===== src/rtl/io_input_port.sv =====
`default_nettype none
// ============================================================================
//  Module   : io_input_port
//  Purpose  : Memory-mapped input peripheral. Synchronises and debounces
//             slide switches and push buttons, latches sticky press events,
//             counts presses (saturating) and raises a maskable irq level.
//  Revision : 1.0  initial release
// ============================================================================
module io_input_port #(
  parameter int NSW             = 16,
  parameter int NBTN            = 4,
  parameter int DEBOUNCE_CYCLES = 1_000_000
) (
  input  logic            clk,
  input  logic            reset_n,
  input  logic [NSW-1:0]  sw_raw,
  input  logic [NBTN-1:0] btn_raw,
  input  logic            sel,
  input  logic            we,
  input  logic [2:0]      addr,
  input  logic [31:0]     wdata,
  output logic [31:0]     rdata,
  output logic            irq
);

  // Switches occupy the low bits of the combined input vector, buttons the top.
  localparam int            c_nin  = NSW + NBTN;
  localparam int            c_cw   = $clog2(DEBOUNCE_CYCLES);
  localparam logic [c_cw-1:0] c_last = c_cw'(DEBOUNCE_CYCLES - 1);
  localparam logic [c_cw-1:0] c_one  = c_cw'(1);

  logic [c_nin-1:0] r_s1;
  logic [c_nin-1:0] r_s2;
  logic [c_nin-1:0] r_stable;
  logic [c_nin-1:0] w_stable_next;

  logic [NBTN-1:0]  r_evt;
  logic [NBTN-1:0]  r_mask;
  logic [15:0]      r_press_cnt;

  logic [NBTN-1:0]  w_rise;
  logic [NBTN-1:0]  w_w1c;
  logic [NBTN-1:0]  w_evt_next;
  logic [5:0]       w_npress;
  logic [15:0]      w_cnt_base;
  logic [16:0]      w_cnt_sum;
  logic [15:0]      w_cnt_next;
  logic             w_wr;
  logic             w_wr_evt;
  logic             w_wr_mask;
  logic             w_wr_cnt;
  logic             w_unused_wdata;

  // Two-flop synchroniser for every raw input.
  always_ff @(posedge clk or negedge reset_n) begin
    if (!reset_n) begin
      r_s1 <= '0;
      r_s2 <= '0;
    end else begin
      r_s1 <= {btn_raw, sw_raw};
      r_s2 <= r_s1;
    end
  end

  // Per-input debounce: a level is accepted once it has differed from the
  // stable value for DEBOUNCE_CYCLES consecutive cycles.
  generate
    for (genvar gi = 0; gi < c_nin; gi++) begin : g_deb
      logic [c_cw-1:0] r_cnt;
      logic            w_diff;
      logic            w_done;

      assign w_diff            = r_s2[gi] ^ r_stable[gi];
      assign w_done            = w_diff && (r_cnt == c_last);
      assign w_stable_next[gi] = w_done ? r_s2[gi] : r_stable[gi];

      // Qualification counter; restarts on any glitch back or on acceptance.
      always_ff @(posedge clk or negedge reset_n) begin
        if (!reset_n) begin
          r_cnt <= '0;
        end else if (!w_diff || w_done) begin
          r_cnt <= '0;
        end else begin
          r_cnt <= r_cnt + c_one;
        end
      end
    end
  endgenerate

  // Debounced level register.
  always_ff @(posedge clk or negedge reset_n) begin
    if (!reset_n) begin
      r_stable <= '0;
    end else begin
      r_stable <= w_stable_next;
    end
  end

  assign w_wr      = sel & we;
  assign w_wr_evt  = w_wr && (addr == 3'd2);
  assign w_wr_mask = w_wr && (addr == 3'd3);
  assign w_wr_cnt  = w_wr && (addr == 3'd4);
  assign w_unused_wdata = ^wdata;

  // Press detection on the edge the button level is accepted; a new press
  // overrides a W1C of the same bit, and a counter clear happens before the add.
  always_comb begin
    w_rise   = w_stable_next[c_nin-1:NSW] & ~r_stable[c_nin-1:NSW];
    w_w1c    = w_wr_evt ? wdata[NBTN-1:0] : '0;
    w_evt_next = (r_evt & ~w_w1c) | w_rise;
    w_npress = '0;
    for (int i = 0; i < NBTN; i++) begin
      w_npress = w_npress + {5'b0, w_rise[i]};
    end
    w_cnt_base = w_wr_cnt ? 16'h0 : r_press_cnt;
    w_cnt_sum  = {1'b0, w_cnt_base} + {11'b0, w_npress};
    w_cnt_next = w_cnt_sum[16] ? 16'hFFFF : w_cnt_sum[15:0];
  end

  // Event flags, irq mask and press counter.
  always_ff @(posedge clk or negedge reset_n) begin
    if (!reset_n) begin
      r_evt       <= '0;
      r_mask      <= '0;
      r_press_cnt <= '0;
    end else begin
      r_evt       <= w_evt_next;
      r_press_cnt <= w_cnt_next;
      if (w_wr_mask) begin
        r_mask <= wdata[NBTN-1:0];
      end
    end
  end

  assign irq = |(r_evt & r_mask);

  // Read mux; unselected or unmapped reads return zero.
  always_comb begin
    rdata = '0;
    if (sel) begin
      case (addr)
        3'd0:    rdata[NSW-1:0]  = r_stable[NSW-1:0];
        3'd1:    rdata[NBTN-1:0] = r_stable[c_nin-1:NSW];
        3'd2:    rdata[NBTN-1:0] = r_evt;
        3'd3:    rdata[NBTN-1:0] = r_mask;
        3'd4:    rdata[15:0]     = r_press_cnt;
        default: rdata = '0;
      endcase
    end
  end

endmodule
`default_nettype wire


===== config.mk =====
export PLATFORM = sky130hd
export DESIGN_NAME = io_input_port
export DESIGN_NICKNAME = d
export VERILOG_FILES = /design/src/rtl/io_input_port.sv
export SDC_FILE = /design/constraint.sdc
export NUM_CORES = 1
export LEC_CHECK = 0
export CORE_UTILIZATION = 56
export CTS_CLUSTER_DIAMETER = 60
export DETAILED_ROUTE_END_ITERATION = 8
export GPL_TIMING_DRIVEN = 1
export PLACE_DENSITY = 0.77
export SYNTH_ARGS = -nofsm -noshare
export SYNTH_HDL_FRONTEND = slang
export SYNTH_SLANG_ARGS = --single-unit

===== constraint.sdc =====
create_clock -name clk -period 7.05 [get_ports clk]
set_clock_uncertainty 0.2 [all_clocks]
set_input_delay 1.7625 -clock clk [delete_from_list [all_inputs] [get_ports clk]]
set_output_delay 1.7625 -clock clk [all_outputs]
set_load 0.01 [all_outputs]

==> results of run 1 <==
## cells in the mapped netlist, types with 53 or more instances
library cell  count
nand4_1          74
nand3_1         186
xor2_1          126
nor2_1          304
dfrtp_1         484
o21ai_0          82
xnor2_1         134
or4_1            83
a21oi_1         129
o31ai_1          53
nand2_1         134
or3_1            73
nor4_1           60
inv_1            74
## cell usage in the layout (no fill, tap or decap), types with 5 or more instances in the layout
master / n
dfrtp_1: 484
nor2_1: 304
nand3_1: 186
nand2_1: 134
xnor2_1: 134
a21oi_1: 129
xor2_1: 126
or4_1: 83
o21ai_0: 81
nand4_1: 74
inv_1: 74
or3_1: 73
nor4_1: 60
clkbuf_16: 53
o31ai_1: 50
and3_1: 46
clkdlybuf4s50_1: 46
nor3_1: 45
and2_1: 31
ha_1: 25
mux2_2: 24
and4_1: 21
nand2b_1: 18
conb_1: 16
mux2i_1: 15
buf_4: 14
or4b_2: 13
clkbuf_8: 11
nor4b_1: 9
nor2b_1: 8
clkinv_2: 8
a221oi_1: 7
or4b_1: 6
o31ai_2: 6
bufinv_16: 6
a211oi_1: 5
o21ai_1: 5
clkbuf_1: 5
## metal layers
metal  global-route usage  routed length (um)
met4              0.07739                1245
met5                    0                   0
met2               0.3720               23230
met3              0.03608                1748
met1               0.3013               21490
## flip-flops by register name, summed over array words and instances, names as in the netlist
signal	cells
r_s2	20
r_mask	4
r_s1	20
g_deb.r_cnt	400
r_evt	4
r_press_cnt	16
r_stable	20
## layout make-up
type                            count  area [um2]
Fill cell                        3313       15340
Sequential cell                   484       12110
Multi-Input combinational cell   1794       11120
Clock buffer                       69        1496
Tap cell                          539       674.4
Timing Repair Buffer               64       631.9
Clock inverter                     23       294.0
Inverter                           74       277.8
## where the power goes
part / switching [uW] / internal, uW
sequential: 52.4 / 2830
combinational: 151 / 80.5
clock: 1120 / 1710
## final timing paths
path | start | end | slack, ps
worst max-delay path | addr[0] | rdata[2] | 970
worst min-delay path | r_s1[12] | r_s2[12] | 150
worst max register to register | g_deb[17].r_cnt[11] | r_press_cnt[9] | 1920
worst min register to register | r_s1[12] | r_s2[12] | 150
max in group asynchronous | reset_n | g_deb[12].r_cnt[10] | 4170
min in group asynchronous | reset_n | g_deb[7].r_cnt[13] | 990
## cells by family (layout without fill, tap and decap cells)
family / Yosys count / count (layout) / synth area share
simple gates: 1134 / 1134 / 0.2526
mux: 40 / 40 / 0.01827
flops: 484 / 484 / 0.5082
xor+xnor: 260 / 260 / 0.09556
buf+inv: 157 / 230 / 0.02830
fa+ha+maj: 27 / 27 / 0.01481
other cells: 1 / 16 / 0.0001574
compound gates: 317 / 317 / 0.08207
## critical path: cells and delay by family
family,cells,cell delay [ps]
buf+inv,3,1370
simple gates,1,350
compound gates,3,630
## per-stage QoR
step / cell area [um2] / setup WS, ps
2_1_floorplan: 23890 / 2111
3_3_place_gp: 24800 / 1023
3_5_place_dp: 24800 / 998.4
4_1_cts: 26590 / 993.4
5_1_grt: 26600 / 815.0
6_report: 26600 / 973.2
==> out/results.ini, run 1 <==
[min_path]
min_path_cells = 0
hold_path_class = flip-flop to flip-flop

[sta]
drv_slew = 0
post-route-period-util = 0.8620
tightest_slew_ps = 1257
max_freq_ghz = 0.1646
setup_violations = 0
whs_ps = 146.4
setup_tns_ps = 0
slew_headroom = 0.1567
layout_min_cycle_time_ps = 6077
final_hold_viol_count = 0
rsz0062_at_grt = false

[floorplanning]
floorplan.io_pins = 92
core_um2 = 41950
num_rows = 75
start_util = 0.5681
dieArea_um2 = 43380
die_w_um = 208.3
die_height_um = 208.3

[logic_synthesis]
syn_inst = 2420
synthTopCellsByArea = dfrtp_1 51%, xnor2_1 4.9%, nor2_1 4.8%, xor2_1 4.6%, nand3_1 3.9%
synth_edf_count = 0
synth_top_area_frac = 0.5082
async_flop_share = 1.000
synth_ff_type = dfrtp_1
ys_ff_latch = 484
yosysTopAreaCell = dfrtp_1
synth_cell_types = 66
synth_seq_area_share = 0.5082
yosysWarnings = 0
synth.avg_cell_area_um2 = 9.847
synthesis.area_um2 = 23830

[setup_path]
crit_chain = clkdlybuf4s50_1, buf_4, nor2b_1, a221oi_1, a221oi_1, o21a_1, clkdlybuf4s50_1
cp_data_required_time_ps = 5090
critPathCaptureType = output pin
slowest_stage = clkdlybuf4s50_1
start_kind = primary input
cp.arrival_ps = 4110
rr_worst_depth = 11
cp_max_fo = 11
cpPeakStageDelay_ps = 570
crit_type = primary input to output pin

[drt]
initialDrtViolationCount = 1128
num_vias = 18040
vias_per_cell = 5.920
ant_nets = 0
drc = 0
first_pass_iters = 5
wl_per_cell_um = 15.66
totalWireLength_um = 47710

[pwr]
p_per_area_nw_per_um2 = 223.5
power_leakage_uw = 0.01075
peakVddDrop_mv = 0.1963
finalPower_uw = 5945

[layout]
num_antenna_cells = 0
area_growth_pct = 11.63
instances_no_fill = 3047
final_util = 0.6342
drive_above_1_share = 0.06699
final_nets = 2556

[global_route]
overflow = 0
grt_max_degree = 167
antenna_found_initial = 0
grtUsageTotal = 0.2247
grt_pass1_vias = 17530
grt_pass1_wl_um = 82390

[outcome]
status = completed

[clock_tree]
path_clk_slew_ps = 60
cts_tree = built
cts_root_buf = clkbuf_16
cts_hold_buf = 0
clock_path_buffers = 3
post_cts_buffers = 0
cts.repair.resized = 0
cts_made_buffers = 52
cts_sinks = 484
insertion_delay_ps = 600
htree_levels = 2

[placement]
portBuffers = 47
dpl.hpwl_um = 31930
place_inst = 2954
gp_congestion = 0.8464

[run]
drv_cap = 0

(Power assumes the default switching activity.)
==> run 2: changes to the inputs <==
--- a/config.mk
+++ b/config.mk
@@ -5,6 +5,7 @@
 export SDC_FILE = /design/constraint.sdc
 export NUM_CORES = 1
 export LEC_CHECK = 0
+export CORE_MARGIN = 1
 export CORE_UTILIZATION = 56
 export CTS_CLUSTER_DIAMETER = 60
 export DETAILED_ROUTE_END_ITERATION = 8
==> results of run 2 <==
The final DEF is identical to that of run 1; final timing and power are the same.
==> run 3: changes to the inputs <==
==> config.mk (replaced) <==
export PLATFORM = sky130hd
export DESIGN_NAME = io_input_port
export DESIGN_NICKNAME = d
export VERILOG_FILES = /design/src/rtl/io_input_port.sv
export SDC_FILE = /design/constraint.sdc
export NUM_CORES = 1
export LEC_CHECK = 0
export CELL_PAD_IN_SITES_DETAIL_PLACEMENT = 1
export CELL_PAD_IN_SITES_GLOBAL_PLACEMENT = 2
export CORE_MARGIN = 1
export CORE_UTILIZATION = 43
export CTS_CLUSTER_DIAMETER = 60
export DETAILED_ROUTE_END_ITERATION = 8
export GPL_TIMING_DRIVEN = 0
export PLACE_DENSITY = 0.88
export SYNTH_ARGS = -nofsm -noshare
export SYNTH_HDL_FRONTEND = slang
export SYNTH_SLANG_ARGS = --single-unit
==> out/results.ini, run 3 (synthesis results as in run 1) <==
[setup_path]
start_kind = primary input
r2r_slack_ps = 1910  ; about the same
crit_chain = clkdlybuf4s50_1, buf_1, clkbuf_1, mux2i_1, nor2_1, clkdlybuf4s50_1
crit_family = buffers and inverters
slowest_stage = clkbuf_1
crit_type = primary input to output pin
path_buf_inv = 4  ; +1
cp_data_required_time_ps = 5090  ; about the same
cp.arrival_ps = 4590  ; +480 ps
cpPeakStageDelay_ps = 800  ; +230 ps
cp_max_fo = 10  ; -1
path_common_cell = clkdlybuf4s50_1
critPathCaptureType = output pin

[pwr]
power_leakage_uw = 0.01103  ; +2.6%
swShare = 0.2293  ; +0.006394
clkPwrFrac = 0.498  ; +0.022
internal-power_uw = 4814  ; +4.2%
peakVddDrop_mv = 0.2093  ; +6.6%
pwr-share-seq = 0.462  ; -0.023
power_switching_uw = 1432  ; +8.1%
power_frac_comb = 0.041  ; +0.002
p_per_area_nw_per_um2 = 228.5  ; +2.3%

[sta]
setup_violations = 0  ; unchanged
layout_min_cycle_time_ps = 6552  ; +475.3 ps
tightest_slew_ps = 998.4  ; -258.1 ps
post-route-period-util = 0.9294  ; +0.06742
rsz0062_at_grt = false
slew_headroom = 0.3344  ; +0.1777
final_hold_viol_count = 0  ; unchanged
max_freq_ghz = 0.1526  ; -7.3%
layout_setup_ws_ps = 497.9  ; -475.3 ps
drv_slew = 0  ; unchanged
setup_tns_ps = 0  ; unchanged

[global_route]
gr-usage-met3 = 0.02950  ; -0.006578
grtUsageMet2 = 0.3607  ; -0.01134
grt_pass1_vias = 19590  ; +12%
grt_busiest_layer = met2
grt_pass1_wl_um = 98210  ; +19%
grt_max_degree = 114  ; -32%
grtUsageTotal = 0.2069  ; -0.01776
met1_usage = 0.2705  ; -0.03082
overflow = 0  ; unchanged
antenna_found_initial = 2  ; +2

[floorplanning]
dieArea_um2 = 56370  ; +30%
die_w_um = 237.4  ; +14%
num_rows = 85  ; +13%
floorplan.io_pins = 92  ; unchanged
die_height_um = 237.4  ; +14%
core_um2 = 54240  ; +29%
start_util = 0.4394  ; -0.1288

[layout]
final_common_cell = dfrtp_1
num_antenna_cells = 0  ; unchanged
largest-register = g_deb.r_cnt
drive_above_1_share = 0.07532  ; +0.008333
area_growth_pct = 14.69
final_nets = 2628  ; +2.8%
instances_no_fill = 3285  ; +7.8%
n_fill_cell = 6038  ; +82%
mostFrequentLayoutCells = 484 x dfrtp_1, 304 x nor2_1, 186 x nand3_1
fin_area_um2 = 27330  ; +2.7%
largest_register_ffs = 400  ; unchanged

[drt]
initialDrtViolationCount = 801  ; -29%
first_pass_iters = 4  ; -1
ant_nets = 0  ; unchanged
num_vias = 18470  ; +2.4%
drc = 0  ; unchanged
wl_per_cell_um = 17.17  ; +9.7%
totalWireLength_um = 56420  ; +18%
vias_per_cell = 5.621  ; -5.0%

[placement]
postPlaceCellArea_um2 = 25330  ; +2.1%
place_ws_ps = 470.5  ; -527.9 ps
dpl.hpwl_um = 38640  ; +21%
portBuffers = 46  ; -2.1%
gp_congestion = 0.8231  ; -2.8%
place_inst = 3181  ; +7.7%

[clock_tree]
path_clk_slew_ps = 60  ; about the same
post_cts_buffers = 0  ; unchanged
cts_hold_buf = 0  ; unchanged
htree_levels = 2  ; unchanged
cts.repair.resized = 0  ; unchanged
cts_tree = built
insertion_delay_ps = 610  ; about the same
cts_made_buffers = 55  ; +5.8%
cts_root_buf = clkbuf_16
cts_sinks = 484  ; unchanged
clock_path_buffers = 3  ; unchanged

[run]
drv_cap = 0  ; unchanged

[outcome]
status = completed

[min_path]
hold_path_class = flip-flop to flip-flop

run 3: changes by cell type in the layout (fill, tap and decap cells not counted), sizes merged:
| cell | previous run | this run |
|---|---|---|
| clkinv | 9 | 14 |
| bufinv | 6 | 7 |
| clkinvlp | 4 | 2 |
| clkdlybuf4s50 | 46 | 45 |
| clkbuf | 69 | 129 |
| buf | 18 | 36 |
run 3: final cells by class:
cell class                      instances  area [um2]  area share
Buffer                                 83       396.6     0.01451
Clock buffer                           77        1650     0.06038
Clock inverter                         27       347.8     0.01273
Inverter                               74       277.8     0.01016
Multi-Input combinational cell       1794       11100      0.4062
Sequential cell                       484       12110      0.4431
Tap cell                              696       870.8     0.03186
Timing Repair Buffer                   50       575.6     0.02106
run 3: final timing paths:
kind | startpoint | to | depth (start not counted)
worst min-delay path | r_s1[8] | r_s2[8] | 0
worst max register to register | g_deb[17].r_cnt[11] | r_press_cnt[9] | 11
worst max-delay path | addr[2] | rdata[14] | 6
max in group asynchronous | reset_n | g_deb[9].r_cnt[1] | 3
worst min register to register | r_s1[8] | r_s2[8] | 0
min in group asynchronous | reset_n | g_deb[13].r_cnt[9] | 1
run 3: power by group through the flow:
| stage | clock [uW] | combinational [uW] | sequential [uW] |
|---|---|---|---|
| 6_report | 3110 | 254 | 2880 |
| 5_1_grt | 3290 | 292 | 2890 |
| 4_1_cts | 3190 | 264 | 2880 |
| 3_5_place_dp | 0 | 260 | 2930 |
| 3_3_place_gp | 0 | 245 | 2940 |
| 2_1_floorplan | 0 | 129 | 2920 |
run 3: per-stage QoR:
stage | utilization | hold slack (ps) | power, uW
global placement | 0.4649 | 134.3 | 3181
CTS | 0.5039 | 145.2 | 6339
floorplan | - | 131.2 | 3047
global route | 0.5039 | 144.2 | 6477
finish | 0.5039 | 141.3 | 6246
detailed placement | 0.4671 | 135.8 | 3192
run 3: per-layer routing:
metal,up-vias,part of all wire
met5,-,0.00048
met4,4,0.018
met3,75,0.027
met2,144,0.50
met1,9336,0.46
li1,8907,-
